==> src/rtl/cdr_pkg.sv <==
// cdr_pkg: shared lock-state encoding and default sync pattern for the CDR lock controller.
package cdr_pkg;
  typedef enum logic [1:0] {RESYNC, HUNT, VERIFY, LOCKED} t_lock_state;
  localparam logic [7:0] SYNC_WORD_DEFAULT = 8'hBC;
endpackage

==> src/rtl/cdr_sync_matcher.sv <==
// cdr_sync_matcher: compares every bit-offset candidate of a two-word window against the sync word.
module cdr_sync_matcher #(
  parameter int W = 8
) (
  input  logic [2*W-2:0]         win,
  input  logic [W-1:0]           sync_word,
  output logic [W-1:0]           match,
  output logic [$clog2(W)-1:0]   offset,
  output logic                   hit
);
  always_comb begin
    match  = '0;
    offset = '0;
    for (int k = W - 1; k >= 0; k--) begin
      match[k] = win[k +: W] == sync_word;
      offset   = match[k] ? $clog2(W)'(k) : offset;
    end
    hit = |match;
  end
endmodule

==> src/rtl/cdr_lock_controller.sv <==
// cdr_lock_controller: sync-word hunt/verify/lock FSM with bit re-alignment and CDR resync control.
// Define CDR_LOCK_STRIP_SYNC_EN to drop sync words from the aligned output while locked.
module cdr_lock_controller
  import cdr_pkg::*;
#(
  parameter int                     TDATA_WIDTH   = 8,
  parameter logic [TDATA_WIDTH-1:0] SYNC_WORD     = TDATA_WIDTH'(SYNC_WORD_DEFAULT),
  parameter int                     SYNC_PERIOD   = 16,
  parameter int                     LOCK_COUNT    = 4,
  parameter int                     UNLOCK_COUNT  = 3,
  parameter int                     HUNT_TIMEOUT  = 1024,
  parameter int                     RESYNC_CYCLES = 16
) (
  input  logic                           aclk,
  input  logic                           aresetn,
  input  logic                           s_tvalid,
  input  logic [TDATA_WIDTH-1:0]         s_tdata,
  output logic                           cdr_rst_n,
  output logic                           m_tvalid,
  output logic [TDATA_WIDTH-1:0]         m_tdata,
  output logic                           locked,
  output logic [$clog2(TDATA_WIDTH)-1:0] align_offset,
  output logic [7:0]                     resync_count
);
  localparam int OW   = $clog2(TDATA_WIDTH);
  localparam int PW   = $clog2(SYNC_PERIOD);
  localparam int TMAX = HUNT_TIMEOUT > RESYNC_CYCLES ? HUNT_TIMEOUT : RESYNC_CYCLES;
  localparam int TW   = $clog2(TMAX + 1);
  localparam int GW   = $clog2(LOCK_COUNT + 1);
  localparam int BW   = $clog2(UNLOCK_COUNT + 1);

  t_lock_state            state_q, state_d;
  logic [TW-1:0]          timer_q, timer_d;
  logic [TDATA_WIDTH-1:0] prev_word_q, prev_word_d;
  logic                   prev_valid_q, prev_valid_d;
  logic [PW-1:0]          word_pos_q, word_pos_d;
  logic [GW-1:0]          good_q, good_d;
  logic [BW-1:0]          bad_q, bad_d;
  logic [OW-1:0]          align_q, align_d;
  logic [7:0]             resync_count_q, resync_count_d;
  logic                   cdr_rst_n_q, cdr_rst_n_d;
  logic                   m_tvalid_q, m_tvalid_d;
  logic [TDATA_WIDTH-1:0] m_tdata_q, m_tdata_d;

  logic [2*TDATA_WIDTH-1:0] win;
  logic [TDATA_WIDTH-1:0]   match_vec, cand;
  logic [OW-1:0]            hit_off;
  logic                     hit, beat, wrap, chk, aligned_hit, strip;

  assign win         = {s_tdata, prev_word_q};
  assign cand        = TDATA_WIDTH'(win >> align_q);
  assign beat        = s_tvalid && state_q != RESYNC;
  assign wrap        = beat && word_pos_q == PW'(SYNC_PERIOD - 1);
  assign chk         = wrap && prev_valid_q;
  assign aligned_hit = match_vec[align_q];
`ifdef CDR_LOCK_STRIP_SYNC_EN
  assign strip = wrap;
`else
  assign strip = 1'b0;
`endif

  cdr_sync_matcher #(.W(TDATA_WIDTH)) u_matcher (
    .win       (win[2*TDATA_WIDTH-2:0]),
    .sync_word (SYNC_WORD),
    .match     (match_vec),
    .offset    (hit_off),
    .hit       (hit)
  );

  always_comb begin
    state_d        = state_q;
    timer_d        = timer_q;
    prev_word_d    = prev_word_q;
    prev_valid_d   = prev_valid_q;
    word_pos_d     = word_pos_q;
    good_d         = good_q;
    bad_d          = bad_q;
    align_d        = align_q;
    resync_count_d = resync_count_q;
    m_tvalid_d     = state_q == LOCKED && s_tvalid && !strip;
    m_tdata_d      = m_tvalid_d ? cand : m_tdata_q;
    if (beat) begin
      prev_word_d  = s_tdata;
      prev_valid_d = 1'b1;
      word_pos_d   = wrap ? '0 : word_pos_q + 1'b1;
    end
    case (state_q)
      RESYNC: begin
        timer_d = timer_q + 1'b1;
        if (timer_q == TW'(RESYNC_CYCLES - 1)) begin
          state_d = HUNT;
          timer_d = '0;
        end
      end
      HUNT:
        if (beat && prev_valid_q && hit) begin
          align_d    = hit_off;
          good_d     = GW'(1);
          bad_d      = '0;
          word_pos_d = '0;
          state_d    = LOCK_COUNT == 1 ? LOCKED : VERIFY;
        end else if (timer_q == TW'(HUNT_TIMEOUT - 1)) begin
          // resync throws away the partial window so the next hunt starts clean
          state_d        = RESYNC;
          timer_d        = '0;
          prev_word_d    = '0;
          prev_valid_d   = 1'b0;
          resync_count_d = resync_count_q + 8'(resync_count_q != 8'hFF);
        end else begin
          timer_d = timer_q + 1'b1;
        end
      VERIFY:
        if (chk && aligned_hit) begin
          good_d  = good_q + 1'b1;
          state_d = good_q == GW'(LOCK_COUNT - 1) ? LOCKED : VERIFY;
        end else if (chk) begin
          state_d = HUNT;
          timer_d = '0;
        end
      LOCKED:
        if (chk && aligned_hit) begin
          bad_d = '0;
        end else if (chk) begin
          bad_d = bad_q + 1'b1;
          if (bad_q == BW'(UNLOCK_COUNT - 1)) begin
            state_d = HUNT;
            timer_d = '0;
          end
        end
    endcase
    cdr_rst_n_d = state_d != RESYNC;
  end

  always_ff @(posedge aclk or negedge aresetn)
    if (!aresetn) begin
      state_q        <= RESYNC;
      timer_q        <= '0;
      prev_word_q    <= '0;
      prev_valid_q   <= 1'b0;
      word_pos_q     <= '0;
      good_q         <= '0;
      bad_q          <= '0;
      align_q        <= '0;
      resync_count_q <= '0;
      cdr_rst_n_q    <= 1'b0;
      m_tvalid_q     <= 1'b0;
      m_tdata_q      <= '0;
    end else begin
      state_q        <= state_d;
      timer_q        <= timer_d;
      prev_word_q    <= prev_word_d;
      prev_valid_q   <= prev_valid_d;
      word_pos_q     <= word_pos_d;
      good_q         <= good_d;
      bad_q          <= bad_d;
      align_q        <= align_d;
      resync_count_q <= resync_count_d;
      cdr_rst_n_q    <= cdr_rst_n_d;
      m_tvalid_q     <= m_tvalid_d;
      m_tdata_q      <= m_tdata_d;
    end

  assign cdr_rst_n    = cdr_rst_n_q;
  assign m_tvalid     = m_tvalid_q;
  assign m_tdata      = m_tdata_q;
  assign locked       = state_q == LOCKED;
  assign align_offset = align_q;
  assign resync_count = resync_count_q;
endmodule

==> config.mk <==
export PLATFORM = sky130hd
export DESIGN_NAME = cdr_lock_controller
export DESIGN_NICKNAME = d
export VERILOG_FILES = /design/src/rtl/cdr_pkg.sv /design/src/rtl/cdr_sync_matcher.sv /design/src/rtl/cdr_lock_controller.sv
export SDC_FILE = /design/constraint.sdc
export NUM_CORES = 1
export LEC_CHECK = 0
export CORE_MARGIN = 2
export CORE_UTILIZATION = 53
export DETAILED_ROUTE_END_ITERATION = 6
export GPL_ROUTABILITY_DRIVEN = 0
export PLACE_DENSITY = 0.86
export SLEW_MARGIN = 10
export SYNTH_ARGS = -nofsm -noshare
export SYNTH_HDL_FRONTEND = slang
export SYNTH_HIERARCHICAL = 1
export SYNTH_SLANG_ARGS = --single-unit
==> constraint.sdc <==
create_clock -name aclk -period 2.4 [get_ports aclk]
set_input_delay 0.36 -clock aclk [delete_from_list [all_inputs] [get_ports aclk]]
set_output_delay 0.36 -clock aclk [all_outputs]
set_load 0.05 [all_outputs]
== Yosys cells after proc, flatten, opt, wreduce, memory -nomap -nowiden ==
Cells that the tools add are included.

* Register bits after elaboration: 52
* Input port bits: 11
* Output and inout port bits: 22

* Add/sub/neg operators: 5
* Order comparisons: 1
* Equal/unequal tests: 26
* Shift operators: 1
* Mux-type cells: 48
* Bitwise logic cells: 1
* Reductions and logical operators: 18

{| class="wikitable"
|+ Operators with widths
! operator !! count
|-
| 2-to-1 mux 11 bit || 8
|-
| equality test 8 bit (second input constant) || 8
|-
| one-hot mux 11 bit (4 select lines) || 1
|-
| 2-to-1 mux 8 bit || 4
|-
| 2-to-1 mux 3 bit || 10
|-
| 2-to-1 mux 2 bit || 11
|-
| 2-to-1 mux 4 bit || 4
|-
| >> shifter 16 x 3 -> 8 bit || 1
|-
| inequality test 2 bit (second input constant) || 6
|-
| adder 11 x 1 -> 11 bit (second input constant) || 1
|-
| equality test 11 x 10 -> 1 bit (second input constant) || 1
|-
| equality test 11 x 4 -> 1 bit (second input constant) || 1
|-
| AND reduction 3 bit || 3
|-
| adder 8 x 1 -> 8 bit || 1
|-
| inequality test 8 bit (second input constant) || 1
|-
| one-hot mux 2 bit (4 select lines) || 1
|-
| nonzero test 2 bit || 4
|-
| OR reduction 8 bit || 1
|-
| logical AND 1 bit || 7
|-
| equality test 2 bit (second input constant) || 3
|-
| 2-to-1 mux 1 bit || 6
|-
| one-hot mux 3 bit (2 select lines) || 1
|-
| AND reduction 6 bit || 1
|-
| adder 4 x 1 -> 4 bit (second input constant) || 1
|-
| other kinds (13) || 14
|}

== Longest topological paths before layout ==
* Depth after elaboration: 9
* Gate-level depth with buffers: 13
* Depth with buffers taken out: 11

== Hierarchy ==
Netlist, hierarchy kept.

{| class="wikitable"
|+ By module, submodules not included
! module !! times used !! cells an instance !! area each (sq um) !! sequential area each (sq um)
|-
| cdr_lock_controller || 1 || 294 || 2,849.0 || 1,301.2
|-
| cdr_sync_matcher || 1 || 117 || 914.6 || 0.0
|}

== Worst setup path after synthesis ==
Ideal clock, no wire load.

* Path kind: reg2reg
* Start: register prev_word_q[5]
* End: register timer_q[7]
* Library setup time: 0.070 ns
* Arrival: 2.590 ns
* Data required time: 2.330 ns
* Path slack: -0.260 ns
* Stages on the path, launching flop included: 13
* Path buffers: 2
* Cell sequence: dfrtp_1 buf_2 xor2_1 nor4_1 and2_1 nor4_1 nand2_1 nand3_1 nor3_2 or4_1 buf_2 or3_1 nand3_1

* Elaborated cells on any way between the ends: 15
* Classes of those cells: eq/ne: 9; mux: 2; reduce/logical: 4

{| class="wikitable"
|+ RTL lines
! item !! RTL line !! source
|-
| start: declaration || cdr_lock_controller.sv:34 || <nowiki>logic [TDATA_WIDTH-1:0] prev_word_q, prev_word_d;</nowiki>
|-
| start signal: assignment || cdr_lock_controller.sv:151 || <nowiki>prev_word_q <= prev_word_d;</nowiki>
|-
| equality test 8 bit || cdr_sync_matcher.sv:15 || <nowiki>match[k] = win[k +: W] == sync_word;</nowiki>
|-
| net match_vec[2] || cdr_lock_controller.sv:46 || <nowiki>logic [TDATA_WIDTH-1:0] match_vec, cand;</nowiki>
|-
| OR reduction 8 bit || cdr_sync_matcher.sv:18 || <nowiki>hit = |match;</nowiki>
|-
| net hit || cdr_lock_controller.sv:48 || <nowiki>logic hit, beat, wrap, chk, aligned_hit, strip;</nowiki>
|-
| logical AND 1 bit || cdr_lock_controller.sv:96 || <nowiki>if (beat && prev_valid_q && hit) begin</nowiki>
|-
| inequality test 2 bit (no source line) || - ||
|-
| AND reduction 6 bit (no source line) || - ||
|-
| end signal: assignment || cdr_lock_controller.sv:150 || <nowiki>timer_q <= timer_d;</nowiki>
|-
| end: declaration || cdr_lock_controller.sv:33 || <nowiki>logic [TW-1:0] timer_q, timer_d;</nowiki>
|}

The timed path passes the listed nets, and every way through them passes these cells. The select of a mux whose other input is x is not followed.
A chain may end at the register's enable or synchronous reset.

== Worst setup path in the final report ==
* Start: register prev_word_q[7]
* End: register timer_q[6]

The elaborated chain is that of the path after synthesis.

==> results.cfg <==
[outcome]
violations = negative setup slack
run_status = complete, but fails checks

[power_and_ir_drop]
peak_supply_drop_mv = 0.3237
power.leakage_nw = 1.972
power_density_nw_per_um2 = 454.8
total_power_mw = 2.207

[clock_tree]
cts_max_level = 2
cts.hold.buffers_added = 0
cts_max_path_buffers = 2
worst_setup_hold_path_clk_slew_ps = 110
clock_sink_count = 52
cts_tree = done
root_buffer = clkbuf_8
numCtsBuffers = 5
clk_latency_ps = 320

[final_layout]
layout.cells.most_common_list = nand2_1, buf_4, dfrtp_1, xnor2_1
post_route_cells_drive_above_1_share_pct = 27.35
final_common_cell = nand2_1
fin_cells = 586
layout.core_utilization_pct = 71.04
layout-area-overhead-vs-synth_pct = 28.96
antennaDiodeCount = 0
final_net_count = 507

[route]
wl_per_cell_um = 17.25
detailroute.via_count = 3407
ant_nets = 0
average_via_count_per_standard_cell = 5.814
routed_wirelength_um = 10110
drt_iter0_drc = 253
post_route_drc = 0
firstDrtPassIters = 4

[floorplanning]
initial_core_utilization_pct = 55.09
floorplan.die_area_um2 = 7792
die_height_um = 88.27
core_um2 = 6832
boundaryPins = 33
dieWidth_um = 88.27
placement_rows = 30

[sta]
timing.final.crit_period_ps = 2585
timing.final.hold_violations = 0
relSlewSlack_pct = 61.36
clock_skew_ps = 23.23
timing.fmax_ghz = 0.3869
final_max_slew_viol_count = 0
final.setup.worst_slack_ps = -184.8
rsz_0062_raised_after_global_routing = true
finalCritPeriodShare_pct = 107.7
transition_time_of_the_tightest_slew_check_pin_ps = 574.3
setup_viol_count_final = 27

[global_route]
largest_net_degree_at_the_start_of_global_routing = 53
global_route.usage.total_pct = 25.33
global_route.overflow_total = 0
global_route_wire_length_before_repair_um = 15440
first_global_vias = 3322
grt_antenna_before_repair = 0

[critical_path]
r2r_cells = 14
critical_path_peak_fanout = 13
worst_ep_required_time_ps = 2650
critical_path.endpoint_type = flip-flop
critical_path_class = flip-flop to flip-flop
setup.worst_path.start_class = flip-flop
r2r_setup_slack_ps = -180
crit_arrival_ps = 2840
critical_path.reg2reg.startpoint = prev_word_q[7]$_DFF_PN0_
r2r-end = timer_q[6]$_DFFE_PN0P_

[yosys]
synth_enable_flop_cells = 0
cell_area_synth_um2 = 3764
seq_area_frac_synth_pct = 34.57
syn_avg_cell_area_um2 = 9.157
synthFlopType = dfrtp_1
ys_async_sr_fraction_pct = 100.0
yosys_reg_bits = 52
synth_cell_type_count = 55
synth_instances = 411
ys.warnings.count = 6

[placed_design]
detailed_place_hpwl_um = 6532
placed_cells = 557
pre_cts_ws_ps = -809.5
numPortBuffers = 32

[worst_hold_path]
holdCritPathClass = primary input to asynchronous set/reset pin

[flow_run]
maxCapViolations = 0
## critical path: stages (launching register included)
cell and delay [ps]:
dfrtp_2 420, buf_6 140, xor2_2 70, nor4_2 400, and2_4 240, nor4_4 40, nand2_1 80, nand3_2 120
buf_4 160, mux2_2 270, o221ai_2 180, buf_6 180, buf_4 120, nand2_1 40, nand2_1 60
## cell type report
type,instances,area (um^2)
Inverter,13,48.80
Multi-Input combinational cell,322,2431
Fill cell,497,1978
Sequential cell,52,1308
Clock inverter,3,21.27
Timing Repair Buffer,95,855.8
Clock buffer,5,68.82
Tap cell,96,120.1
## power by group
group / total (mW) / switching (mW) / internal (mW)
logic: 0.647 / 0.356 / 0.290
registers: 1.05 / 0.0895 / 0.956
clock network: 0.515 / 0.307 / 0.208
## what timing repair did
| item | in CTS | in global routing |
|---|---|---|
| gates cloned | 2 | 1 |
| setup buffers | 10 | 11 |
| setup endpoints to repair | 39 | 43 |
| pin swaps | 15 | 21 |
| gates resized for setup | 31 | 30 |
## logic make-up (layout without fill, tap and decap cells)
family	after synthesis	after routing	synth area share, %
simple gates	145	146	19.75
xor+xnor	71	71	16.52
compound gates	62	62	9.941
flops	52	52	34.57
buf+inv	44	116	6.682
mux	28	28	10.01
fa+ha+maj	7	7	2.327
other cells	2	8	0.1995
## per-layer routing
layer / share of wire [%] / track usage (%) / up-vias
met3: 5.4 / 4.571 / 35
met1: 40 / 31.03 / 1656
met5: 0 / 0 / -
met4: 4.0 / 11.16 / 0
met2: 51 / 43.75 / 141
li1: - / - / 1575
## Yosys cell counts (all sizes together) (2+ instances only)
| cell type | n | share of area (%) |
|---|---|---|
| mux2i | 15 | 4.3 |
| nand3b | 2 | 0.40 |
| clkbuf | 6 | 0.63 |
| mux4 | 6 | 3.6 |
| o21ai | 22 | 2.9 |
| xnor2 | 46 | 11 |
| nor4 | 14 | 3.1 |
| inv | 13 | 1.3 |
| o22ai | 3 | 0.50 |
| mux2 | 7 | 2.1 |
| and4 | 2 | 0.47 |
| nand4 | 17 | 2.8 |
| conb | 2 | 0.20 |
| dfrtp | 52 | 35 |
| nand3 | 13 | 1.7 |
| nor3 | 2 | 0.40 |
| and3 | 4 | 0.80 |
| a211oi | 2 | 0.53 |
| nand2 | 59 | 5.9 |
| nor2 | 18 | 1.8 |
| or2 | 2 | 0.33 |
| xor2 | 25 | 5.8 |
| or3 | 7 | 1.2 |
| a21oi | 22 | 2.9 |
| buf | 25 | 4.8 |
| nor2b | 2 | 0.33 |
| ha | 7 | 2.3 |
## registers in the layout, indices dropped and copies added (netlist names)
name	flops
timer_q	11
m_tvalid	1
good_q	3
bad_q	2
align_offset	3
state_q	2
m_tdata	8
resync_count	8
prev_valid_q	1
prev_word_q	8
word_pos_q	4
cdr_rst_n	1
## worst max-delay path by stage
stage                             start  depth (start not counted)                      to
5_1_grt        prev_word_q[7]$_DFF_PN0_                         14  timer_q[6]$_DFFE_PN0P_
3_3_place_gp                 s_tdata[1]                         12  timer_q[3]$_DFFE_PN0P_
4_1_cts        prev_word_q[6]$_DFF_PN0_                         11  timer_q[4]$_DFFE_PN0P_
3_5_place_dp                 s_tdata[2]                         12  timer_q[4]$_DFFE_PN0P_
2_1_floorplan  prev_word_q[7]$_DFF_PN0_                         13  timer_q[8]$_DFFE_PN0P_
6_report       prev_word_q[7]$_DFF_PN0_                         14  timer_q[6]$_DFFE_PN0P_
## through the flow
stage          area (um^2)  hold WS [ps]  setup TNS (ps)
6_report              4853         20.62           -3058
5_1_grt               4853         32.32           -7518
4_1_cts               4636         29.32           -1343
3_5_place_dp          4373         375.8          -23760
3_3_place_gp          4373         369.3          -20190
2_1_floorplan         3829         64.41          -425.1
Power figures use the tool's default switching activity.
